$ cat src/rtl/truth_sweep_ctrl.sv
// Truth-table sweep controller: walks a 3-input function unit through all 8
// input vectors, captures each answer and compares the table with a golden value.
module truth_sweep_ctrl #(
    parameter int SETTLE = 1
) (
    input  logic       clk,
    input  logic       rst_n,
    input  logic       start,
    input  logic       abort,
    input  logic [7:0] expected,
    output logic       inA,
    output logic       inB,
    output logic       inC,
    input  logic       ans,
    output logic       busy,
    output logic       done,
    output logic [7:0] result,
    output logic       mismatch,
    output logic [2:0] fail_idx
);

    typedef enum logic [1:0] {
        ST_IDLE,
        ST_SETTLE,
        ST_SAMPLE,
        ST_DONE
    } state_t;

    localparam logic [3:0] SETTLE_LAST = 4'(SETTLE - 1);

    state_t     state;
    logic [2:0] idx;
    logic [3:0] cnt;
    logic [7:0] diff;
    logic [2:0] first_bad;

    // Lowest differing bit wins, so scan from the top down.
    always_comb begin
        diff      = result ^ expected;
        first_bad = 3'd0;
        for (int i = 7; i >= 0; i--) begin
            if (diff[i]) begin
                first_bad = 3'(i);
            end
        end
    end

    always_ff @(posedge clk) begin
        if (!rst_n) begin
            state    <= ST_IDLE;
            idx      <= 3'd0;
            cnt      <= 4'd0;
            inA      <= 1'b0;
            inB      <= 1'b0;
            inC      <= 1'b0;
            busy     <= 1'b0;
            done     <= 1'b0;
            result   <= 8'd0;
            mismatch <= 1'b0;
            fail_idx <= 3'd0;
        end else begin
            done <= 1'b0;
            case (state)
                ST_IDLE: begin
                    if (start && !abort) begin
                        state           <= ST_SETTLE;
                        idx             <= 3'd0;
                        cnt             <= 4'd0;
                        {inA, inB, inC} <= 3'b000;
                        result          <= 8'd0;
                        busy            <= 1'b1;
                    end
                end
                ST_SETTLE: begin
                    if (abort) begin
                        state <= ST_IDLE;
                        busy  <= 1'b0;
                    end else begin
                        cnt <= cnt + 4'd1;
                        if (cnt == SETTLE_LAST) begin
                            state <= ST_SAMPLE;
                        end
                    end
                end
                ST_SAMPLE: begin
                    // Abort beats the capture: the current bit is left untouched.
                    if (abort) begin
                        state <= ST_IDLE;
                        busy  <= 1'b0;
                    end else begin
                        result[idx] <= ans;
                        if (idx == 3'd7) begin
                            state <= ST_DONE;
                            busy  <= 1'b0;
                            done  <= 1'b1;
                        end else begin
                            idx             <= idx + 3'd1;
                            {inA, inB, inC} <= idx + 3'd1;
                            cnt             <= 4'd0;
                            state           <= ST_SETTLE;
                        end
                    end
                end
                ST_DONE: begin
                    mismatch <= |diff;
                    fail_idx <= first_bad;
                    state    <= ST_IDLE;
                end
                default: begin
                    state <= ST_IDLE;
                    busy  <= 1'b0;
                end
            endcase
        end
    end

endmodule
$ cat config.mk
export PLATFORM = sky130hd
export DESIGN_NAME = truth_sweep_ctrl
export DESIGN_NICKNAME = d
export VERILOG_FILES = /design/src/rtl/truth_sweep_ctrl.sv
export SDC_FILE = /design/constraint.sdc
export NUM_CORES = 1
export LEC_CHECK = 0
export CAP_MARGIN = 10
export CORE_MARGIN = 3
export CORE_UTILIZATION = 43
export CTS_CLUSTER_DIAMETER = 50
export CTS_CLUSTER_SIZE = 30
export DETAILED_ROUTE_END_ITERATION = 8
export PLACE_DENSITY_LB_ADDON = 0.3
export SYNTH_ARGS = -nofsm -noshare
export SYNTH_HDL_FRONTEND = slang
export SYNTH_SLANG_ARGS = --single-unit
export TNS_END_PERCENT = 50
$ cat constraint.sdc
create_clock -name clk -period 1.6 [get_ports clk]
set_input_delay 0.24 -clock clk [delete_from_list [all_inputs] [get_ports clk]]
set_output_delay 0.24 -clock clk [all_outputs]
set_load 0.02 [all_outputs]
**Yosys cells after proc, flatten, opt, wreduce, memory -nomap -nowiden**

Cells that the tools add are included.

- Latch bits: 0
- Bits in writable memories: 0
- ROM bits: 0
- Bits in registers: 26
- Word-level logic and storage cells: 88
- Output and inout port bits: 17
- Memories kept: 0
- Input bits: 13

- Add/subtract/negate cells: 2
- Magnitude comparators: 2
- Eq/ne operators: 11
- Multipliers: 0
- Shift operators: 0
- Reduce and logical (&&, ||, !) cells: 14
- Bitwise gates (word level): 3
- Multiplexer cells: 45
- Divide/modulo/power cells: 0

Operators by type and width:

| operator | count |
|---|---|
| 3-bit 2-to-1 mux | 11 |
| 4-bit 2-to-1 mux | 4 |
| 8-bit 2-to-1 mux | 2 |
| 8-bit one-hot mux with 2 select lines | 1 |
| 1-bit 2-to-1 mux | 13 |
| 4-bit one-hot mux with 3 select lines | 1 |
| 2-bit 2-to-1 mux | 5 |
| 2-bit != test, second input constant | 5 |
| 8-bit bitwise mux | 1 |
| 2-bit one-hot mux with 4 select lines | 1 |
| 4-bit AND reduction | 2 |
| 8-bit OR reduction | 1 |
| 8-bit XOR | 1 |
| 3-bit != test, second input constant | 2 |
| 1-bit one-hot mux with 2 select lines | 3 |
| 3-bit one-hot mux with 2 select lines | 1 |
| 5-bit AND reduction | 1 |
| 4-bit by 1-bit adder with 4-bit output, second input constant | 1 |
| 2-bit equality test, second input constant | 2 |
| 4-bit logical NOT | 1 |
| 3-bit by 4-bit less-than comparator with 1-bit output, second input constant | 1 |
| 3-bit by 1-bit adder with 3-bit output, second input constant | 1 |
| 1-bit demux with 3-bit select | 1 |
| 3-bit equality test, second input constant | 1 |
| 12 further kinds | 14 |

**Depth between registers and ports, before layout**

Gate-level depths: netlist of run 1.

- Depth in word-level cells: 9
- Mapped depth: 7
- Gate-level depth less buffers: 6

**Worst setup path after synthesis of run 1**

Ideal clock, no wire load.

- Path type: register -> register
- Start point: register idx[1]
- End point: register cnt[3]
- Period minus slack after synthesis: 1.675 ns
- Stages on the path, launching flop included: 7
- Data required time: 1.531 ns
- Path slack: -0.075 ns
- Arrival time: 1.606 ns
- Setup time: 0.069 ns
- Path buffers: 0
- Cell sequence: dfxtp_1 > ha_1 > ha_1 > nand2_1 > nand3_1 > or4_1 > o21ai_1

- Longest elaborated chain between the ends: 3

RTL lines:

| element | line | RTL |
|---|---|---|
| start, declared | 32 | `logic [2:0] idx;` |
| start signal, assigned | 97 | `idx <= idx + 3'd1;` |
| 3-bit equality test | 92 | `if (idx == 3'd7) begin` |
| 2-bit != test (no source line) | n/a |  |
| 5-bit AND reduction (no source line) | n/a |  |
| end signal, assigned | 79 | `cnt <= cnt + 4'd1;` |
| end, declared | 33 | `logic [3:0] cnt;` |

Every way passes these cells.
A chain may end at the register's enable or synchronous reset.

**Worst setup path in the final report of run 1**

- Start point: register state[1]
- End point: register cnt[1]

- Longest elaborated chain between the ends: 3
- Elaborated cells on any way between the ends: 10
- Classes of those cells: eq/ne: 6; mux: 1; reduce/logical: 3

RTL lines:

| element | line | RTL |
|---|---|---|
| start, declared | 31 | `state_t state;` |
| start signal, assigned | 50 | `state <= ST_IDLE;` |
| start signal, assigned | 66 | `state <= ST_SETTLE;` |
| start signal, assigned | 76 | `state <= ST_IDLE;` |
| 2-bit by 1-bit equality test with 1-bit output (tied with other cells) | 63 | `case (state)` |
| 2-bit != test (no source line) / 3-bit nonzero test (equally long branches) | n/a |  |
| 5-bit AND reduction (no source line) | n/a |  |

Parallel ways exist; a longest one is shown, timed or not.

==> out/summary.txt, run 1 <==
Reg2reg end: cnt[1]
Cell Area, Synth: 0.00136 mm^2
Cell taking the most area after synthesis: dfxtp_1
Sink Count: 23
Outcome: finished, violations left
Synth cell types: 44
CTS Buf Count: 3
GRT overflow: 0
Drt first pass iters: 4
Number of H-tree levels: 1
Largest net degree at the start of global routing: 14
Clk buf depth: 2
Via Count: 1,335
CP max FO: 4
Count of final setup violators: 1
YS warnings: 0
Reg2Reg Depth: 6
Crit. Startpoint: state[1]
Leak pwr: 0.947 nW
Row count: 19
Starting density of the core: 0.472
Max-slew violations: 0
Final antenna-violating net count: 0
Clock Tree Root: clkbuf_4
Fin crit period: 1600 ps
Hold Crit Class: flop to flop
CP max stage delay: 410 ps
IO Port Bufs: 29
Final RePlAce weighted congestion: 0.886
Final Hold Viols: 0
Fin crit share: 1.00
Post-Syn Nets: 177
Clock skew: 13.4 ps
Layout area overhead: 51.4%
HPWL Detailed: 2760 um
FMAX: 0.623 GHz
Number of max-cap violations: 0
Clock Latency Late Sink: 320 ps
Slowest library cell on the worst path: dfxtp_4
Worst-Margin Slew: 305 ps
Drt drc: 0
First-pass GRT wire length: 6100 um
Die width: 62.2 um
Place WS: -120 ps
CP Data Required Time: 1880 ps
Worst R2R Setup Slack: -4 ps
Post-synthesis sequential area ratio: 0.339
Cells taking the most area after synthesis: dfxtp_1 34%, ha_1 7.4%, a21boi_0 4.4%
Crit Path Category: flop to flop
Failing checks: setup timing
Seq cells post-synth: 23
Core area: 0.00288 mm^2
Ports: 30
Crit end category: flop
DR iter-0 viols: 49
Hold_buf cts: 0
Worst-path clk slew: 140 ps
End of the worst hold path: fail_idx[2]
Mapped Cells: 156
RSZ-0062 raised after global routing: true
Die area: 0.00387 mm^2
Hold Path Depth: 1
CP startpoint kind: flop
CTS tree: built
Number of global-route vias before repair: 1,349
Final design utilization: 0.715
Post-synthesis area per instance: 8.70 um^2
Antenna violations before repair: 0
Wire per inst: 14.4 um
Relative slew slack: 0.797
Fraction of layout cells with a size suffix above 1: 0.285
GRT Overall Usage: 0.189
P per Cell Area: 618 mW/mm^2
EDFF count, synth: 0
Setup ws final: -3.90 ps
Crit path arrival time: 1880 ps
Ant. Diodes: 0
Nets@finish: 236
Number of vias per cell: 5.21
Max rail drop VDD: 0.422 mV
Worst R2R Start: state[1]
Async SR Flop Fraction: 0
Hold path start: fail_idx[2]
Critical path cell sequence: inv_4 > ha_4 > or3_4 > nand4_1 > mux2_4 > nor2_4
Most used DFF post-synth: dfxtp_1
Die height: 62.2 um
WL final: 3700 um
Top cell type's share of synthesized area: 0.339
-- layout by cell type, fill, tap and decap left out, drive strengths merged, types with 2 or more instances in the layout --
cell           instances
buf                   30
dfxtp                 23
clkdlybuf4s50         17
nor2                  14
inv                    9
o21ai                  9
a21boi                 9
o21a                   8
nand2                  8
ha                     8
dlymetal6s2s           7
xnor2                  6
a21oi                  6
nor2b                  5
dlygate4sd2            5
nand2b                 5
nand4                  4
mux2i                  4
nor3                   3
clkbuf                 3
nand3                  3
xor2                   2
a32o                   2
a22o                   2
and2                   2
o31ai                  2
or3                    2
-- cells in the mapped netlist, types with 2 or more instances --
library cell	number
buf_6	2
nand3_1	3
a22o_1	2
o21a_1	8
nor2b_1	5
nor2_1	14
clkbuf_1	2
nor3_1	3
and2_1	2
dfxtp_1	23
nand2b_1	4
mux2i_1	4
o31ai_1	2
o21ai_0	8
xnor2_1	6
xor2_1	2
a21boi_0	8
nand2_1	8
a21oi_1	6
a32o_1	2
inv_1	9
ha_1	8
nand4_1	4
-- worst max path at each step --
stage | end | slack, ps | cells after the start
4_1_cts | cnt[3] | -30 | 6
3_5_place_dp | cnt[3] | -120 | 5
6_report | cnt[1] | -4 | 6
2_1_floorplan | cnt[3] | 9 | 6
3_3_place_gp | cnt[3] | -30 | 5
5_1_grt | cnt[1] | -90 | 6
-- flip-flops by register name (all words and copies together) (netlist names) --
signal	flops
busy	1
cnt	4
fail_idx	3
done	1
mismatch	1
state	2
result	8
idx	2
inC	1
-- critical path: cells and delay by family, from the launching register on --
kind / cells / cell delay [ps]
AND/OR/NAND/NOR: 3 / 610
flip-flops: 1 / 410
multiplexers: 1 / 330
adder cells (fa/ha/maj): 1 / 170
buffers and inverters: 1 / 50
-- area by class of cell --
| type | instances | area [um^2] |
|---|---|---|
| multi-input cells | 119 | 940 |
| fillers | 253 | 821 |
| repair buffers | 59 | 527 |
| flip-flops and latches | 23 | 470 |
| well taps | 42 | 52.6 |
| inverters | 9 | 38.8 |
| clock buffers | 3 | 22.5 |
| clock inverters | 1 | 5.00 |
-- per-layer routing --
metal / share of wire / global-route usage / vias to the layer above
li1: - / - / 679
met1: 0.45 / 0.237 / 634
met2: 0.52 / 0.335 / 20
met3: 0.029 / 0.0288 / 2
met4: 0.0060 / 0.0552 / 0
met5: 0 / 0 / -
-- per-stage QoR --
| stage | hold slack, ps | power, mW | setup TNS (ps) | cells | area [um^2] |
|---|---|---|---|---|---|
| detailed placement | 465 | 0.911 | -305 | 247 | 1860 |
| CTS | 500 | 1.21 | -49.6 | 251 | 1910 |
| global placement | 453 | 0.907 | -55.4 | 247 | 1860 |
| global route | 532 | 1.34 | -333 | 256 | 2060 |
| floorplan | 319 | 0.776 | 0 | 156 | 1370 |
| finish | 492 | 1.27 | -3.90 | 256 | 2060 |
-- where the power goes --
| part | total (mW) | switching [mW] | internal [mW] |
|---|---|---|---|
| clock | 0.281 | 0.188 | 0.0935 |
| sequential | 0.600 | 0.0137 | 0.587 |
| combinational | 0.388 | 0.179 | 0.209 |
-- what timing repair did --
action | 4_1_cts | 5_1_grt
setup endpoints to repair | 9 | 24
setup buffers | 0 | 5
endpoints found under the hold margin | 0 | 0
resized for setup | 11 | 32
pin swaps | 0 | 9
-- cell families after synthesis --
logic type / count (synthesis) / synth area share
buffers and inverters: 14 / 0.0525
flip-flops: 23 / 0.339
AND/OR/NAND/NOR: 50 / 0.194
adder cells (fa/ha/maj): 8 / 0.0737
AO/OA/AOI/OAI: 48 / 0.251
multiplexers: 5 / 0.0378
XOR/XNOR: 8 / 0.0516
Note: power is estimated with default switching activity, not from simulation.
==> run 2: changes to the inputs <==
--- a/config.mk
+++ b/config.mk
@@ -7,7 +7,7 @@
 export LEC_CHECK = 0
 export CAP_MARGIN = 10
 export CORE_MARGIN = 3
-export CORE_UTILIZATION = 43
+export CORE_UTILIZATION = 45
 export CTS_CLUSTER_DIAMETER = 50
 export CTS_CLUSTER_SIZE = 30
 export DETAILED_ROUTE_END_ITERATION = 8
==> run 2 against run 1 <==
  * Critical path type unchanged
  * Global-route usage rose by 0.68 points
  * Final area fell by 6.7%
  * Register-to-register slack got worse by 30 ps
  * The flow still finishes with violations (setup timing)
  * First-iteration DRC count fell by 35%
  * Sequential cell count did not move
  * Clock skew fell by 6.5 ps
  * Clock-buffer cell count did not move
  * Utilization fell by 3.1 points
  * Largest power group unchanged
  * Via count fell by 2.7%
  * Maximum frequency fell by 1.7%
==> out/summary.txt, run 2 (synthesized netlist as in run 1, its figures left out) <==
Outcome: finished, violations left
Failing checks: setup timing
Crit. Startpoint: cnt[0]
Number of global-route vias before repair: 1,286 (-4.7%)
Reg2Reg Depth: 5 (-1)
HPWL Detailed: 2620 um (-4.8%)
Layout area overhead: 41.3%
Worst R2R Start: cnt[0]
GRT Overall Usage: 0.196 (+0.00678)
CP max FO: 3 (-1)
Hold Crit Class: flop to flop
Most common cell after layout, fill and taps aside: clkdlybuf4s50_1
Count of final setup violators: 1 (unchanged)
Sink Count: 23 (unchanged)
Ports: 30 (unchanged)
Wire per inst: 15.1 um (+4.3%)
Via Count: 1,299 (-2.7%)
Antenna violations before repair: 0 (unchanged)
Crit end category: flop
IO Port Bufs: 29 (unchanged)
Largest net degree at the start of global routing: 14 (unchanged)
First-pass GRT wire length: 5500 um (-9.8%)
Fraction of layout cells with a size suffix above 1: 0.224 (-0.0612)
Crit path arrival time: 1830 ps (-50 ps)
M1 wire length: 1520 um (-8.2%)
DR iter-0 viols: 32 (-35%)
Clk buf depth: 2 (unchanged)
Leak pwr: 0.835 nW (-12%)
CP Data Required Time: 1800 ps (-80 ps)
Clock Latency Late Sink: 310 ps (about the same)
Worst R2R Setup Slack: -30 ps (-30 ps)
Max-slew violations: 0 (unchanged)
Overall power: 1.21 mW (-4.8%)
Register Area: 472 um^2 (+0.27%)
P per Cell Area: 630 mW/mm^2 (+2.0%)
Relative slew slack: 0.723 (-0.0735)
Drt drc: 0 (unchanged)
CTS tree: built
Row count: 19 (unchanged)
Core area: 0.00281 mm^2 (-2.5%)
GRT overflow: 0 (unchanged)
FMAX: 0.613 GHz (-1.7%)
Dpl cells: 228 (-7.7%)
Top reg by flops: result
Die area: 0.00371 mm^2 (-4.0%)
Final Hold Viols: 0 (unchanged)
Reg2reg end: state[0]
Number of max-cap violations: 0 (unchanged)
Die width: 60.9 um (-2.0%)
Worst-Margin Slew: 415 ps (+110 ps)
Ant. Diodes: 0 (unchanged)
Most frequent cells in the layout: 19 x clkdlybuf4s50_1, 18 x dfxtp_1, 17 x buf_4
Wire length on met3: 157 um (+45%)
Worst hold margin: 491 ps (-1.02 ps)
Layout Cells excl Fill: 232 (-9.4%)
Clock skew: 6.89 ps (-6.48 ps)
Fin crit period: 1630 ps (+28.1 ps)
Number of vias per cell: 5.60 (+7.4%)
Setup ws final: -32.0 ps (-28.1 ps)
Top Layer Used: met4
RSZ-0062 raised after global routing: true
Die height: 60.9 um (-2.0%)
Number of H-tree levels: 1 (unchanged)
Fin crit share: 1.02 (+0.0175)
Final design utilization: 0.684 (-0.0309)
Biggest regs: result x8, cnt x4, fail_idx x3
Critical Path Sink: state[0]
WL final: 3490 um (-5.5%)
Final antenna-violating net count: 0 (unchanged)
Fillcell total: 227 (-10%)
CTS Buf Count: 3 (unchanged)
Crit Path Category: flop to flop
CP startpoint kind: flop
Footprint of the multi-input gates: 915 um^2 (-2.7%)
Nets@finish: 223 (-5.5%)
Clock Tree Root: clkbuf_4
Drt first pass iters: 4 (unchanged)
Worst-path clk slew: 130 ps (about the same)
Max rail drop VDD: 0.408 mV (-3.4%)
Starting density of the core: 0.484 (+0.0120)
Post-CTS Setup Inserts: 0 (unchanged)
Number of flip-flops under the largest register name: 8 (unchanged)
DR WL met2: 1760 um (-7.5%)
Final RePlAce weighted congestion: 0.919 (+3.7%)
run 2: changes by cell type in the layout (fill, tap and decap cells not counted), moves of 2 or more:
| cell | delta |
|---|---|
| a21boi_0 | +3 |
| a21oi_2 | -2 |
| a21boi_1 | -3 |
| clkdlybuf4s50_1 | +2 |
| a21oi_1 | +2 |
| buf_4 | -13 |
| dlymetal6s2s_1 | -2 |
run 2: power breakdown:
group	total, mW	switching (mW)	internal, mW
logic	0.336	0.166	0.170
clock network	0.269	0.176	0.0935
registers	0.603	0.0165	0.587
total	1.21	0.359	0.851
run 2: worst max-delay path, stage by stage, from the launching register on:
cell and delay (ps):
dfxtp_1 340, inv_1 90, ha_1 160, or3b_4 420
a221oi_1 430, a211oi_2 80
run 2: how the worst min path moves through the flow:
stage                     start          end  slack, ps  depth (start not counted)
floorplan                 abort         done        320                          1
global placement         cnt[3]       cnt[3]        450                          2
detailed placement  fail_idx[1]  fail_idx[1]        470                          1
CTS                 fail_idx[1]  fail_idx[1]        500                          1
global route        fail_idx[1]  fail_idx[1]        520                          1
finish              fail_idx[1]  fail_idx[1]        490                          1
run 2: through the flow:
step / setup WS [ps] / TNS [ps] / area (um^2)
floorplan: 9.09 / 0 / 1370
global placement: -12.9 / -13.6 / 1790
detailed placement: -80.0 / -260 / 1790
CTS: 8.84 / 0 / 1820
global route: -165 / -237 / 1920
finish: -32.0 / -32.0 / 1920
run 2: metal layers:
layer / global-route usage / vias to the layer above
li1: - / 649
met1: 0.239 / 608
met2: 0.339 / 34
met3: 0.0511 / 8
met4: 0.0557 / 0
met5: 0 / -
run 2: cell type report:
type | count | share of cell area
Sequential cell | 23 | 0.246
Timing Repair Buffer | 46 | 0.221
Clock inverter | 1 | 0.00261
Clock buffer | 3 | 0.0117
Inverter | 9 | 0.0215
Multi-Input combinational cell | 119 | 0.477
Tap cell | 31 | 0.0202
run 2: what timing repair did:
item                                    4_1_cts  5_1_grt
endpoints found under the setup margin       10       15
pin swaps                                     1        3
hold buffers                                  0        0
resized for setup                            11       21
hold endpoints to repair                      0        0
